<file path="src/rtl/alarm_bank_if.sv">
// Signal bundle between the timekeeping/control side and the alarm bank.
// The bank sits on the slave modport; its driver sits on the master modport.
interface alarm_bank_if #(
    parameter int N_ALARMS = 3,
    parameter int TIME_W   = 24
);
    localparam int AA_W = (N_ALARMS > 1) ? $clog2(N_ALARMS) : 1;

    logic                         tick_1hz;
    logic [TIME_W-1:0]            horario_relogio;
    logic [N_ALARMS*TIME_W-1:0]   horario_alarmes;
    logic [N_ALARMS-1:0]          alarme_en;
    logic                         sel_relogio;
    logic [N_ALARMS-1:0]          sel_alarme;
    logic                         botao_pause;
    logic                         botao_snooze;
    logic [TIME_W-1:0]            horario_saida;
    logic [N_ALARMS-1:0]          comparador;
    logic                         buzzer;
    logic [AA_W-1:0]              alarme_ativo;
    logic                         snooze_ativo;

    modport master (
        output tick_1hz, horario_relogio, horario_alarmes, alarme_en,
               sel_relogio, sel_alarme, botao_pause, botao_snooze,
        input  horario_saida, comparador, buzzer, alarme_ativo, snooze_ativo
    );

    modport slave (
        input  tick_1hz, horario_relogio, horario_alarmes, alarme_en,
               sel_relogio, sel_alarme, botao_pause, botao_snooze,
        output horario_saida, comparador, buzzer, alarme_ativo, snooze_ativo
    );
endinterface

</file>
<file path="src/rtl/alarm_bank.sv">
// N-channel alarm unit: registered display mux, edge-triggered match detection,
// per-channel ringing FSM with timeout. Snooze support under `define ALARM_SNOOZE_EN.
module alarm_bank_chan #(
    parameter int RING_TIMEOUT = 60,
    parameter int SNOOZE_SECS  = 300,
    parameter int CNT_W        = 9
) (
    input  logic clk,
    input  logic reset,
    input  logic tick,
    input  logic en,
    input  logic fire,
    input  logic pause_rise,
    input  logic snooze_rise,
    output logic ringing,
    output logic snoozing
);
`ifdef ALARM_SNOOZE_EN
    typedef enum logic [1:0] {IDLE, RINGING, SNOOZE} state_t;
`else
    typedef enum logic {IDLE, RINGING} state_t;
`endif

    state_t             state_q, state_d;
    logic [CNT_W-1:0]   cnt_q, cnt_d;
    logic               cnt_one;

    assign cnt_one = (cnt_q == CNT_W'(1));

    always_ff @(posedge clk or posedge reset) begin
        if (reset) begin
            state_q <= IDLE;
            cnt_q   <= '0;
        end else begin
            state_q <= state_d;
            cnt_q   <= cnt_d;
        end
    end

    // Same-edge priority: disable > pause > snooze > expiry > fire > plain tick.
    always_comb begin
        state_d = state_q;
        cnt_d   = cnt_q;
        if (!en) begin
            state_d = IDLE;
        end else begin
            case (state_q)
                IDLE: begin
                    if (fire) begin
                        state_d = RINGING;
                        cnt_d   = CNT_W'(RING_TIMEOUT);
                    end
                end
                RINGING: begin
                    if (pause_rise) begin
                        state_d = IDLE;
`ifdef ALARM_SNOOZE_EN
                    end else if (snooze_rise) begin
                        state_d = SNOOZE;
                        cnt_d   = CNT_W'(SNOOZE_SECS);
`endif
                    end else if (tick && cnt_one && RING_TIMEOUT != 0) begin
                        state_d = IDLE;
                    end else if (fire) begin
                        cnt_d = CNT_W'(RING_TIMEOUT);
                    end else if (tick && cnt_q != '0) begin
                        cnt_d = cnt_q - CNT_W'(1);
                    end
                end
`ifdef ALARM_SNOOZE_EN
                SNOOZE: begin
                    if (pause_rise) begin
                        state_d = IDLE;
                    end else if (tick && cnt_one) begin
                        state_d = RINGING;
                        cnt_d   = CNT_W'(RING_TIMEOUT);
                    end else if (tick && cnt_q != '0) begin
                        cnt_d = cnt_q - CNT_W'(1);
                    end
                end
`endif
                default: state_d = IDLE;
            endcase
        end
    end

    assign ringing = (state_q == RINGING);
`ifdef ALARM_SNOOZE_EN
    assign snoozing = (state_q == SNOOZE);
`else
    logic unused_snooze_rise;
    assign unused_snooze_rise = snooze_rise;
    assign snoozing = 1'b0;
`endif
endmodule

module alarm_bank #(
    parameter int N_ALARMS     = 3,
    parameter int TIME_W       = 24,
    parameter int RING_TIMEOUT = 60,
    parameter int SNOOZE_SECS  = 300
) (
    input  logic       clk,
    input  logic       reset,
    alarm_bank_if.slave bus
);
    localparam int AA_W    = (N_ALARMS > 1) ? $clog2(N_ALARMS) : 1;
    localparam int MAX_CNT = (RING_TIMEOUT > SNOOZE_SECS) ? RING_TIMEOUT : SNOOZE_SECS;
    localparam int CNT_W   = (MAX_CNT > 0) ? $clog2(MAX_CNT + 1) : 1;

    logic [N_ALARMS-1:0][TIME_W-1:0] alarm_t;
    logic [N_ALARMS-1:0]             match, match_q, fire;
    logic [N_ALARMS-1:0]             ringing, snoozing;
    logic                            pause_q, pause_rise, snooze_rise;
    logic [TIME_W-1:0]               disp_d;
    logic [AA_W-1:0]                 aa;

    assign alarm_t = bus.horario_alarmes;

    always_comb begin
        match = '0;
        for (int i = 0; i < N_ALARMS; i++)
            match[i] = bus.alarme_en[i] && (bus.horario_relogio == alarm_t[i]);
    end

    // Rising edge only, so an equality held for a whole second rings once.
    assign fire       = match & ~match_q & {N_ALARMS{~bus.botao_pause}};
    assign pause_rise = bus.botao_pause & ~pause_q;

`ifdef ALARM_SNOOZE_EN
    logic snooze_q;
    always_ff @(posedge clk or posedge reset) begin
        if (reset) snooze_q <= 1'b0;
        else       snooze_q <= bus.botao_snooze;
    end
    assign snooze_rise = bus.botao_snooze & ~snooze_q;
`else
    logic unused_botao_snooze;
    assign unused_botao_snooze = bus.botao_snooze;
    assign snooze_rise = 1'b0;
`endif

    always_comb begin
        disp_d = bus.horario_saida;
        for (int i = N_ALARMS - 1; i >= 0; i--)
            if (bus.sel_alarme[i]) disp_d = alarm_t[i];
        if (bus.sel_relogio) disp_d = bus.horario_relogio;
    end

    always_ff @(posedge clk or posedge reset) begin
        if (reset) begin
            bus.horario_saida <= '0;
            match_q           <= '0;
            pause_q           <= 1'b0;
        end else begin
            bus.horario_saida <= disp_d;
            match_q           <= match;
            pause_q           <= bus.botao_pause;
        end
    end

    for (genvar g = 0; g < N_ALARMS; g++) begin : g_chan
        alarm_bank_chan #(
            .RING_TIMEOUT (RING_TIMEOUT),
            .SNOOZE_SECS  (SNOOZE_SECS),
            .CNT_W        (CNT_W)
        ) u_chan (
            .clk         (clk),
            .reset       (reset),
            .tick        (bus.tick_1hz),
            .en          (bus.alarme_en[g]),
            .fire        (fire[g]),
            .pause_rise  (pause_rise),
            .snooze_rise (snooze_rise),
            .ringing     (ringing[g]),
            .snoozing    (snoozing[g])
        );
    end

    always_comb begin
        aa = '0;
        for (int i = N_ALARMS - 1; i >= 0; i--)
            if (ringing[i]) aa = AA_W'(i);
    end

    assign bus.comparador   = ringing;
    assign bus.buzzer       = |ringing;
    assign bus.alarme_ativo = aa;
    assign bus.snooze_ativo = |snoozing;
endmodule

</file>
<file path="src/flat_wrapper.sv">
// flat-port wrapper written by rule: the top's interface ports become plain ports
module alarm_bank_flat 
#(
    parameter int N_ALARMS     = 3,
    parameter int TIME_W       = 24,
    parameter int RING_TIMEOUT = 60,
    parameter int SNOOZE_SECS  = 300
)
  (clk, reset, bus_tick_1hz, bus_horario_relogio, bus_horario_alarmes, bus_alarme_en, bus_sel_relogio, bus_sel_alarme, bus_botao_pause, bus_botao_snooze, bus_horario_saida, bus_comparador, bus_buzzer, bus_alarme_ativo, bus_snooze_ativo);
  alarm_bank_if #(.N_ALARMS(N_ALARMS), .TIME_W(TIME_W)) bus_i ();
  input  logic clk;
  input  logic reset;
  input wire logic [$bits(bus_i.tick_1hz)-1:0] bus_tick_1hz;
  input wire logic [$bits(bus_i.horario_relogio)-1:0] bus_horario_relogio;
  input wire logic [$bits(bus_i.horario_alarmes)-1:0] bus_horario_alarmes;
  input wire logic [$bits(bus_i.alarme_en)-1:0] bus_alarme_en;
  input wire logic [$bits(bus_i.sel_relogio)-1:0] bus_sel_relogio;
  input wire logic [$bits(bus_i.sel_alarme)-1:0] bus_sel_alarme;
  input wire logic [$bits(bus_i.botao_pause)-1:0] bus_botao_pause;
  input wire logic [$bits(bus_i.botao_snooze)-1:0] bus_botao_snooze;
  output wire logic [$bits(bus_i.horario_saida)-1:0] bus_horario_saida;
  output wire logic [$bits(bus_i.comparador)-1:0] bus_comparador;
  output wire logic [$bits(bus_i.buzzer)-1:0] bus_buzzer;
  output wire logic [$bits(bus_i.alarme_ativo)-1:0] bus_alarme_ativo;
  output wire logic [$bits(bus_i.snooze_ativo)-1:0] bus_snooze_ativo;
  assign bus_i.tick_1hz = bus_tick_1hz;
  assign bus_i.horario_relogio = bus_horario_relogio;
  assign bus_i.horario_alarmes = bus_horario_alarmes;
  assign bus_i.alarme_en = bus_alarme_en;
  assign bus_i.sel_relogio = bus_sel_relogio;
  assign bus_i.sel_alarme = bus_sel_alarme;
  assign bus_i.botao_pause = bus_botao_pause;
  assign bus_i.botao_snooze = bus_botao_snooze;
  assign bus_horario_saida = bus_i.horario_saida;
  assign bus_comparador = bus_i.comparador;
  assign bus_buzzer = bus_i.buzzer;
  assign bus_alarme_ativo = bus_i.alarme_ativo;
  assign bus_snooze_ativo = bus_i.snooze_ativo;
  alarm_bank #(.N_ALARMS(N_ALARMS), .TIME_W(TIME_W), .RING_TIMEOUT(RING_TIMEOUT), .SNOOZE_SECS(SNOOZE_SECS)) u_core (.clk(clk), .reset(reset), .bus(bus_i));
endmodule
</file>
<file path="config.mk">
export PLATFORM = sky130hd
export DESIGN_NAME = alarm_bank_flat
export DESIGN_NICKNAME = d
export VERILOG_FILES = /design/src/rtl/alarm_bank_if.sv /design/src/rtl/alarm_bank.sv /design/src/flat_wrapper.sv
export SDC_FILE = /design/constraint.sdc
export NUM_CORES = 1
export LEC_CHECK = 0
export CORE_AREA = 2 2 163 101
export DETAILED_ROUTE_END_ITERATION = 10
export DIE_AREA = 0 0 165 103
export PLACE_DENSITY_LB_ADDON = 0.1
export SLEW_MARGIN = 20
export SYNTH_ARGS = -nofsm -noshare
export SYNTH_HDL_FRONTEND = slang
export SYNTH_SLANG_ARGS = --single-unit
</file>
<file path="constraint.sdc">
create_clock -name clk -period 2.25 [get_ports clk]
set_input_delay 0.225 -clock clk [delete_from_list [all_inputs] [get_ports clk]]
set_output_delay 0.225 -clock clk [all_outputs]
set_load 0.05 [all_outputs]
</file>
# Word-level counts from Yosys, hierarchy flattened
# Index checks and enable logic that the tools add are counted.
totals:
  ram_bits: 0
  input_bits: 108
  output_inout_bits: 31
  reg_bits: 58
  romBits: 0
  latch_bits: 0
  memories: 0
classes:
  n_lt_le_gt_ge: 0
  reduce_logical: 17
  bitwise: 9
  n_div: 0
  n_eq_ne: 18
  n_mux: 40
  n_mul: 0
  n_addsub: 3
  shifts: 0
ops:
  columns: ["operator", "n"]
  rows:
  - ["$mux 9", 15]
  - ["$mux 24", 4]
  - ["$eq 24x24->1", 3]
  - ["$pmux 9 s2", 3]
  - ["$eq 9x1->1 const B", 3]
  - ["$reduce_bool 9->1", 3]
  - ["$sub 9x1->9 const B", 3]
  - ["$reduce_and 5->1", 3]
  - ["$mux 1", 12]
  - ["$ne 2x2->1 const B", 6]
  - ["$logic_and 1x1->1", 9]
  - ["$ne 3x1->1 const B", 3]
  - ["$and 3x3->3", 2]
  - ["$mux 2", 3]
  - ["$ne 2x1->1 const B", 3]
  - ["$pmux 1 s2", 3]
  - ["$not 1->1", 5]
  - ["$reduce_bool 4->1", 1]
  - ["$not 3->3", 1]
  - ["$reduce_or 3->1", 1]
  - ["$and 1x1->1", 1]

# Logic depth before layout (Yosys ltp)
# Gate-level depths: netlist of the first run.
logic_depth:
  depth_word: 8
  depth_mapped: 8
  ltp_nobuf: 8

# By module
# Synthesis of the first run repeated with hierarchy kept, for this count alone.
hier_totals:
  cells_unflattened: 518
  area_unflattened_um2: 4669.5
by_module_without_submodules:
  columns: ["module", "n_inst", "seq_area_each_um2", "area_each_um2", "cells_per_inst"]
  rows:
  - ["alarm_bank", 1, 700.7, 2601.2, 314]
  - ["alarm_bank_chan", 3, 250.2, 689.4, 68]

# Worst setup path before layout of the first run
# Ideal clock, no wire load.
synth_path:
  path_type: "register to register"
  startpoint: "register u_core.g_chan[1].u_chan.cnt_q[5]"
  endpoint: "register u_core.g_chan[1].u_chan.cnt_q[1]"
  stages_incl_launch_ff: 7
  t_arrival_ns: 2.036
  setup_slack_ns: 0.134
  path_buffers: 0
  cell_sequence: "dfrtp_1 or4_1 or4_4 o21ai_2 a21bo_2 nand2_8 mux2i_1"
synth_via:
  elab_chain_cells: 4
  elab_cells_between_ends: 7
  classes_between: "3 x eq/ne; 4 x reduce/logical"
synth_rtl:
  columns: ["item", "line", "rtl"]
  rows:
  - ["start, declared", "alarm_bank.sv:25", "logic [CNT_W-1:0] cnt_q, cnt_d;"]
  - ["start signal, assigned", "alarm_bank.sv:36", "cnt_q <= cnt_d;"]
  - ["$eq 9x1->1 or $reduce_bool 9->1 (tied branches)", "alarm_bank.sv:28, alarm_bank.sv:66", null]
  - ["$logic_and 1x1->1, on equally long branches", "alarm_bank.sv:62, alarm_bank.sv:66", null]
  - ["$ne 2x2->1 (no line) or $ne 3x1->1 (tied branches)", null, null]
  - ["$reduce_and 5->1 (no line) *", null, null]
# Every way passes the cells marked *; elsewhere a longest branch is shown, timed or not.
# A chain may end at the register's enable or synchronous reset.

# Worst setup path in the final report of the first run
# Ends and elaborated chain as after synthesis.

==> results of run 1 <==
cells by family (layout without fill, tap and decap cells):
family | Yosys count | after routing | share of synthesized area [%]
simple gates | 222 | 222 | 24.4
compound gates | 133 | 133 | 19.7
xor+xnor | 72 | 72 | 13.8
flops | 58 | 58 | 31.7
buf+inv | 47 | 261 | 4.20
mux | 17 | 17 | 3.74
fa+ha+maj | 9 | 9 | 2.46
other cells | 1 | 1 | 0.0818
worst max-delay path by stage:
stage                     depth (start not counted)                               end                              from  slack, ns
after floorplan                                   6  u_core.g_chan[1].u_chan.cnt_q[1]  u_core.g_chan[1].u_chan.cnt_q[5]       0.13
after global placement                            9  u_core.g_chan[1].u_chan.cnt_q[8]           bus_horario_relogio[13]      -0.38
after detailed placement                          7  u_core.g_chan[0].u_chan.cnt_q[1]           bus_horario_relogio[15]      -0.40
after CTS                                         7  u_core.g_chan[1].u_chan.cnt_q[1]  u_core.g_chan[1].u_chan.cnt_q[5]      -0.04
after global routing                              7  u_core.g_chan[1].u_chan.cnt_q[1]  u_core.g_chan[1].u_chan.cnt_q[5]      -0.10
final                                             7  u_core.g_chan[1].u_chan.cnt_q[1]  u_core.g_chan[1].u_chan.cnt_q[5]      -0.06
layer usage:
layer	vias up	part of all wire, %
li1	2415	-
met2	157	40
met1	2355	52
met5	-	0
met4	0	0.98
met3	13	7.1
registers in the layout, summed over array words and instances, names as in the netlist:
signal	cells
u_core.g_chan.u_chan.ringing	3
u_core.g_chan.u_chan.cnt_q	27
u_core.match_q	3
u_core.bus.horario_saida	24
u_core.pause_q	1
area by class of cell:
class                      instances  area (um^2)
fill                            1523         8500
multi-input combinational        454         3050
timing repair buffer             223         2080
sequential                        58         1450
tap                              209          262
clock buffer                      11          243
inverter                          22         82.6
clock inverter                     5         53.8
critical path: cells and delay by family (launching register included):
kind,cells,cell delay (ns)
AOI/OAI and AO/OA,2,0.45
buffers and inverters,1,0.11
DFF,1,0.39
muxes,1,0.17
and+or+nand+nor,3,1.10
metrics by stage:
| step | hold slack [ns] | setup WS [ns] | instances | utilization [%] | total power, mW |
|---|---|---|---|---|---|
| final | 0.268 | -0.0576 | 982 | 45.9 | 3.64 |
| after global routing | 0.319 | -0.104 | 982 | 45.9 | 3.80 |
| after CTS | 0.294 | -0.0407 | 980 | 45.3 | 3.67 |
| after detailed placement | 0.475 | -0.402 | 964 | 43.2 | 2.22 |
| after global placement | 0.467 | -0.379 | 964 | 43.2 | 2.21 |
| after floorplan | 0.256 | 0.134 | 559 | - | 1.64 |
cell usage in the layout (no fill, tap or decap), drive strengths merged, types with 4 or more instances in the layout:
cell type      netlist  final
clkdlybuf4s50        0    132
buf                  7     87
xnor2               69     69
nor2                65     65
nand2               60     60
dfrtp               58     58
a21oi               44     44
o21ai               39     39
nand4               28     28
inv                 22     22
mux2i               16     16
and3                14     14
nand3               12     12
clkbuf              18     11
o22a                10     10
ha                   9      9
nor4                 9      9
nor3                 8      8
or4                  6      6
or3                  5      5
or2                  4      4
o221a                4      4
a221oi               4      4
dlymetal6s2s         0      4
clkinv               0      4
a21boi               4      4
a221o                4      4
what timing repair did:
item                                    in CTS  in global routing
endpoints found under the setup margin      15                 24
pin swaps                                    0                  6
gates resized for setup                      5                 17
setup buffers                                0                  2
power by group:
part / total [mW] / internal (mW) / leakage, nW / switching, mW
registers: 1.13 / 1.10 / 0.701 / 0.0368
logic: 1.09 / 0.513 / 2.16 / 0.581
clock network: 1.41 / 0.884 / 0.149 / 0.525
total: 3.64 / 2.49 / 3.01 / 1.14
==> results by group, run 1 <==
Timing
  • Setup repair after global routing missed its margin: true
  • Actual slew at the worst max-slew pin: around 0.56 ns
  • Fin crit share: 103%
  • Post-layout minimum cycle time: between 2 and 2.5 ns
  • Pins over their slew limit: 0
  • Endpoints failing setup: 1
  • Setup TNS after final layout: -0.0576 ns
  • Max frequency: about 430 MHz
  • Min setup slack post-route: -0.0576 ns
  • Relative slew slack: between 60% and 70%
  • Count of final hold-check violations: 0
  • Clock skew after layout: roughly 0.012 ns

Global route
  • Initial antenna violation count: 0
  • Met1 Use GR: roughly a third
  • Via count of the first global-routing pass: about 4800
  • Most heavily used metal layer in global routing: met1
  • Met3 layer usage reported by global route: under 10%
  • Global routing met2 resource utilization: 29.8%
  • Maximum number of pins on one net before global-route repair: roughly 60
  • GRT Total Usage: about a fifth
  • Global-route wire length before repair: 27400 um
  • Global-route congestion overflow total: 0

Logic synthesis
  • Dominant cell type by area after synthesis: sky130_fd_sc_hd__dfrtp_1
  • YS warnings: 0
  • Share of the synthesized area in the top cell type: 31.7%
  • Dominant cells by area after synthesis: sky130_fd_sc_hd__dfrtp_1 32%, sky130_fd_sc_hd__xnor2_1 13%, sky130_fd_sc_hd__nor2_1 5.3%, sky130_fd_sc_hd__nand2_1 4.8%, sky130_fd_sc_hd__a21oi_1 4.6%
  • Post-synthesis instance area: 0.00458 mm^2
  • Most common cell in the synthesized netlist: sky130_fd_sc_hd__xnor2_1
  • Count of mapped cells out of synthesis: around 560
  • Portion of the post-synthesis area used by sequential elements: around a third
  • Count of different cell masters after synthesis: 62
  • Average instance area after synthesis: 8.20 um^2
  • EDFF count, synth: 0
  • Number of nets in the synthesized netlist: roughly 680
  • Fraction of registers with async set or reset after synthesis: 100%
  • Most numerous cell types in the synthesized netlist: 69 x sky130_fd_sc_hd__xnor2_1, 65 x sky130_fd_sc_hd__nor2_1, 59 x sky130_fd_sc_hd__nand2_1
  • Top flip-flop cell by instance count after synthesis: sky130_fd_sc_hd__dfrtp_1
  • Synth Register Bits: 58

CTS
  • Level count of the clock H-tree: 3
  • Clock latency of the later-clocked register in the worst-skew pair: around 0.34 ns
  • Post-CTS Hold Fix Bufs: 0
  • Bufs on Longest Clock Path: 2
  • Clock Sinks: 58
  • TritonCTS clock tree: built
  • Total CTS buffers: 9
  • Root Buffer Master: sky130_fd_sc_hd__clkbuf_16
  • Clock slew seen by the registers of the worst setup and hold paths: 0.07 ns

Setup path
  • Internal reg-to-reg setup slack: -0.06 ns
  • Endpoint required time on the critical path: between 2 and 3 ns
  • List of cells traversed by the critical path: or4_4, or4_4, o21ai_2, a21bo_4, nand2_8, buf_12, mux2i_1
  • Category of the worst setup path launch point: register
  • Worst flop-to-flop path endpoint: u_core.g_chan[1].u_chan.cnt_q[1]
  • Worst R2R Path Depth: 7
  • Critical path's slowest cell: sky130_fd_sc_hd__or4_4
  • Worst setup path class: reg2reg
  • Launching point of the worst reg2reg path: u_core.g_chan[1].u_chan.cnt_q[5]
  • Largest fanout on the critical path: 5
  • Peak per-stage delay on the critical path: approximately 0.55 ns
  • Type of destination of the critical path: register
  • Crit path top cell by count: sky130_fd_sc_hd__or4_4
  • Crit path arrival time: around 2.6 ns

Power
  • Areal power density over the cells: a little over 500 mW/mm^2
  • Static leakage: about 3.0 nW
  • Largest voltage drop on the vdd net: 0.278 mV

Die
  • Chip height: about 100 um
  • Die area: approximately 0.017 mm^2
  • Floorplan Core Area: between 0.015 and 0.02 mm^2
  • Starting density of the core: 29.2%
  • Chip Width: 165 um
  • I/O pin count: between 100 and 150
  • Num rows: 36

Route
  • Post-DR vias/cell: slightly above 5
  • DRT antenna net count: 0
  • DRT Wirelength: 17600 um
  • Detailed-router iteration count before antenna repair: 5
  • Routed wirelength normalized by instance count: between 15 and 20 um
  • Final routed DRC violation total: 0
  • Total via count in the routed design: approximately 5000
  • Iteration-0 DRC count of the detailed router: approximately 370

Run
  • Number of violations of the max-capacitance limit: 0

Finish
  • Total inserted antenna cells: 0
  • Cell area after layout: approximately 0.0072 mm^2
  • Proportion of layout cells with a drive suffix above 1: approximately a fifth
  • Net count of the finished layout: slightly below 900
  • Layout Area Growth over Synthesis: 57.4%

Hold path
  • Type of the most critical hold path: in2async

Placed design
  • HPWL after detailed placement: between 10000 and 15000 um
  • Final estimated routing congestion in global placement: approximately 0.85
  • Count of buffers inserted at the top-level ports: roughly 140
  • Post-DP Area: between 0.006 and 0.007 mm^2

Status
  • Violated checks: setup timing
  • Run status: complete, but fails checks
Note: power is estimated with default switching activity, not from simulation.
==> run 2, diff against run 1 <==
Settings changed: ABC_AREA set to 1, CORE_AREA 2 2 163 101 to 2 2 175 108, DIE_AREA 0 0 165 103 to 0 0 177 110.
==> run 2 against run 1 <==
Net effect: the run now ends clean; non-clock buffer count decreased by 22; critical path type is now reg2out; die area increased by 15%; final area is 5.8% higher; critical path depth is 4 lower; fmax up 12%; largest cell class unchanged; setup slack better by 0.25 ns.
==> results by group, run 2 <==
Finish
  • Post-route non-filler standard cell count: 1264 (was 982)
  • Top Registers: u_core.g_chan.u_chan.cnt_q x27, u_core.bus.horario_saida x24 (unchanged)
  • Flip-flop count of the largest register, all copies and words added: 27 (unchanged)
  • Layout Area Growth over Synthesis: 45.1% (was 57.4%)
  • Leading cell type in the layout, fill and taps excluded: sky130_fd_sc_hd__nand2_1 (was sky130_fd_sc_hd__clkdlybuf4s50_1)
  • Commonest non-fill, non-tap cells in the layout: 296 x sky130_fd_sc_hd__nand2_1, 135 x sky130_fd_sc_hd__clkdlybuf4s50_1, 97 x sky130_fd_sc_hd__nor2_1, 84 x sky130_fd_sc_hd__inv_1, 69 x sky130_fd_sc_hd__nand3_1 (was 132 x sky130_fd_sc_hd__clkdlybuf4s50_1, 82 x sky130_fd_sc_hd__buf_4, 65 x sky130_fd_sc_hd__nor2_1, 62 x sky130_fd_sc_hd__xnor2_1, 59 x sky130_fd_sc_hd__nand2_1)
  • Cell area after layout: 0.00764 mm^2 (was 0.00722 mm^2)
  • Total inserted antenna cells: 0 (unchanged)
  • Register with the most flip-flops: u_core.g_chan.u_chan.cnt_q (unchanged)
  • Proportion of layout cells with a drive suffix above 1: 11.7% (was 19.1%)
  • Net count of the finished layout: 1136 (was 885)

Setup path
  • Peak per-stage delay on the critical path: 0.80 ns (was 0.55 ns)
  • Endpoint required time on the critical path: 2.03 ns (was 2.51 ns)
  • Worst path buffer plus inverter count: 2 (was 1)
  • Worst setup path class: reg2out (was reg2reg)
  • Worst R2R Path Depth: 9 (was 7)
  • Critical path's slowest cell: sky130_fd_sc_hd__clkdlybuf4s50_1 (was sky130_fd_sc_hd__or4_4)
  • Kind of cell adding the most delay to the critical path: buffers and inverters (was simple AND/OR/NAND/NOR gates)
  • Largest fanout on the critical path: 8 (was 5)
  • Crit path arrival time: 1.83 ns (was 2.56 ns)
  • Critical Path Stages: 3 (was 7)
  • Category of the worst setup path launch point: register (unchanged)
  • Type of destination of the critical path: output pin (was register)
  • List of cells traversed by the critical path: inv_1, nand3_1, clkdlybuf4s50_1 (was or4_4, or4_4, o21ai_2, a21bo_4, nand2_8, buf_12, mux2i_1)

Logic synthesis
  • Portion of the post-synthesis area used by sequential elements: 27.6% (was 31.7%)
  • Dominant cells by area after synthesis: sky130_fd_sc_hd__dfrtp_1 28%, sky130_fd_sc_hd__nand2_1 21%, sky130_fd_sc_hd__nor2_1 7.0%, sky130_fd_sc_hd__nand3_1 6.6%, sky130_fd_sc_hd__inv_1 6.1% (was sky130_fd_sc_hd__dfrtp_1 32%, sky130_fd_sc_hd__xnor2_1 13%, sky130_fd_sc_hd__nor2_1 5.3%, sky130_fd_sc_hd__nand2_1 4.8%, sky130_fd_sc_hd__a21oi_1 4.6%)
  • Synth Register Bits: 58 (unchanged)
  • Share of the synthesized area in the top cell type: 27.6% (was 31.7%)
  • Top flip-flop cell by instance count after synthesis: sky130_fd_sc_hd__dfrtp_1 (unchanged)
  • Most numerous cell types in the synthesized netlist: 296 x sky130_fd_sc_hd__nand2_1, 98 x sky130_fd_sc_hd__nor2_1, 85 x sky130_fd_sc_hd__inv_1 (was 69 x sky130_fd_sc_hd__xnor2_1, 65 x sky130_fd_sc_hd__nor2_1, 59 x sky130_fd_sc_hd__nand2_1)
  • Post-synthesis instance area: 0.00527 mm^2 (was 0.00458 mm^2)
  • YS warnings: 0 (unchanged)
  • Number of nets in the synthesized netlist: 955 (was 676)
  • Count of mapped cells out of synthesis: 838 (was 559)
  • Most common cell in the synthesized netlist: sky130_fd_sc_hd__nand2_1 (was sky130_fd_sc_hd__xnor2_1)
  • EDFF count, synth: 0 (unchanged)
  • Count of different cell masters after synthesis: 40 (was 62)
  • Average instance area after synthesis: 6.28 um^2 (was 8.20 um^2)
  • Fraction of registers with async set or reset after synthesis: 100% (unchanged)
  • Dominant cell type by area after synthesis: sky130_fd_sc_hd__dfrtp_1 (unchanged)

CTS
  • Post-CTS Setup Inserts: 0 (unchanged)
  • Bufs on Longest Clock Path: 2 (unchanged)
  • Root Buffer Master: sky130_fd_sc_hd__clkbuf_16 (unchanged)
  • Clock slew seen by the registers of the worst setup and hold paths: 0.06 ns (was 0.07 ns)
  • Total CTS buffers: 9 (unchanged)
  • Post-CTS Hold Fix Bufs: 0 (unchanged)
  • Clock Sinks: 58 (unchanged)
  • Total of cells resized after clock tree synthesis: 0 (was 5)
  • Level count of the clock H-tree: 3 (unchanged)
  • Clock latency of the later-clocked register in the worst-skew pair: 0.34 ns (about the same)
  • TritonCTS clock tree: built (unchanged)

Power
  • Areal power density over the cells: 468 mW/mm^2 (was 504 mW/mm^2)
  • Largest voltage drop on the vdd net: 0.300 mV (was 0.278 mV)
  • Static leakage: 3.76 nW (was 3.01 nW)

Placed design
  • Post-DP Area: 0.00736 mm^2 (was 0.00679 mm^2)
  • Number of placed instances, taps included: 1248 (was 964)
  • Count of buffers inserted at the top-level ports: 136 (unchanged)
  • Final estimated routing congestion in global placement: 0.935 (was 0.853)
  • HPWL after detailed placement: 16800 um (was 13700 um)
  • Worst slack, placed: -0.0637 ns (was -0.402 ns)

Timing
  • Actual slew at the worst max-slew pin: 0.547 ns (was 0.563 ns)
  • Max frequency: 486 MHz (was 433 MHz)
  • Pins over their slew limit: 0 (unchanged)
  • Setup repair after global routing missed its margin: false (was true)
  • Relative slew slack: 63.4% (was 62.3%)
  • Fin crit share: 91.4% (was 103%)
  • Count of final hold-check violations: 0 (unchanged)
  • Clock skew after layout: 0.00619 ns (was 0.0118 ns)
  • Min setup slack post-route: 0.194 ns (was -0.0576 ns)
  • Post-layout minimum cycle time: 2.06 ns (was 2.31 ns)
  • Endpoints failing setup: 0 (was 1)

Die
  • Die area: 0.0195 mm^2 (was 0.0170 mm^2)
  • Chip Width: 177 um (was 165 um)
  • Starting density of the core: 29.5% (was 29.2%)
  • Floorplan Core Area: 0.0178 mm^2 (was 0.0157 mm^2)
  • Num rows: 38 (was 36)
  • Chip height: 110 um (was 103 um)
  • I/O pin count: 139 (unchanged)

Global route
  • Via count of the first global-routing pass: 5723 (was 4794)
  • Maximum number of pins on one net before global-route repair: 59 (unchanged)
  • Initial antenna violation count: 0 (unchanged)
  • Global-route congestion overflow total: 0 (unchanged)
  • GRT Total Usage: 22.7% (was 21.3%)
  • Global-route wire length before repair: 33100 um (was 27400 um)

Run
  • Number of violations of the max-capacitance limit: 0 (unchanged)

Route
  • Routed wirelength normalized by instance count: 16.8 um (was 17.9 um)
  • Total via count in the routed design: 5990 (was 4940)
  • Post-DR vias/cell: 4.74 (was 5.03)
  • Detailed-router iteration count before antenna repair: 5 (unchanged)
  • DRT Wirelength: 21200 um (was 17600 um)
  • DRT antenna net count: 0 (unchanged)
  • Iteration-0 DRC count of the detailed router: 593 (was 369)
  • Final routed DRC violation total: 0 (unchanged)

Hold path
  • Type of the most critical hold path: in2async (unchanged)

Status
  • Run status: finished, final reports clean (was complete, but fails checks)
[run 2: cell types whose count changed in the layout (fill, tap and decap cells not counted), sizes merged, moves of 11 or more]
cell    before  now
buf         87   66
nand2       60  302
and3        14    0
inv         22   95
nand3       12   72
a41oi        3   24
nor2        65  106
nand4       28   14
xor2         3   14
xnor2       69   25
o21ai       39    9
o211ai       3   24
mux2i       16    0
a21oi       44   10
[run 2: path summary, 6_finish.rpt]
kind                                                       start                                to  slack, ns
max in group asynchronous                                  reset  u_core.g_chan[0].u_chan.cnt_q[7]       1.71
min in group clk                u_core.g_chan[1].u_chan.cnt_q[4]  u_core.g_chan[1].u_chan.cnt_q[4]       0.48
worst min-delay path                                       reset      u_core.bus.horario_saida[20]       0.27
worst max register to register  u_core.g_chan[2].u_chan.cnt_q[4]  u_core.g_chan[2].u_chan.cnt_q[6]       0.36
worst max-delay path             u_core.g_chan[0].u_chan.ringing                        bus_buzzer       0.19
worst min register to register  u_core.g_chan[1].u_chan.cnt_q[4]  u_core.g_chan[1].u_chan.cnt_q[4]       0.48
[run 2: kinds of logic (layout without fill, tap and decap cells)]
kind of cell | after synthesis | after routing | share of synthesized area (%)
compound gates | 80 | 80 | 11.8
xor+xnor | 39 | 39 | 6.49
fa+ha+maj | 9 | 9 | 2.14
buf+inv | 135 | 321 | 10.0
flops | 58 | 58 | 27.6
other cells | 1 | 1 | 0.0712
simple gates | 516 | 516 | 41.9
[run 2: layout make-up]
class	instances	area, um^2
clock buffers	11	243
clock inverters	5	30.0
fillers	1916	10200
inverters	104	390
multi-input cells	645	3290
flip-flops and latches	58	1450
well taps	240	300
repair buffers	201	1930
[run 2: routing by layer]
layer / wire (um) / vias to the layer above / share of wire (%) / global-route usage, %
li1: - / 3045 / - / -
met1: 11500 / 2700 / 54 / 36.6
met2: 7740 / 230 / 36 / 30.4
met3: 1760 / 15 / 8.3 / 4.39
met4: 201 / 0 / 0.95 / 4.13
met5: 0 / - / 0 / 0
[run 2: per-stage QoR]
step / TNS, ns / utilization, % / power, mW / hold slack [ns]
final: 0 / 42.8 / 3.58 / 0.271
after global routing: 0 / 42.8 / 3.74 / 0.308
after CTS: 0 / 42.8 / 3.60 / 0.282
after detailed placement: -0.859 / 41.3 / 2.24 / 0.464
after global placement: -0.790 / 41.3 / 2.24 / 0.459
after floorplan: 0 / - / 1.67 / 0.256
[run 2: report_power, final]
group,internal (mW),switching (mW),total [mW]
Clock,0.771,0.571,1.34
Sequential,1.09,0.0290,1.12
Combinational,0.467,0.646,1.11
[run 2: tightest hold or removal path, delay by kind of cell]
kind / cells / cell delay, ns
buf+inv: 3 / 0.79
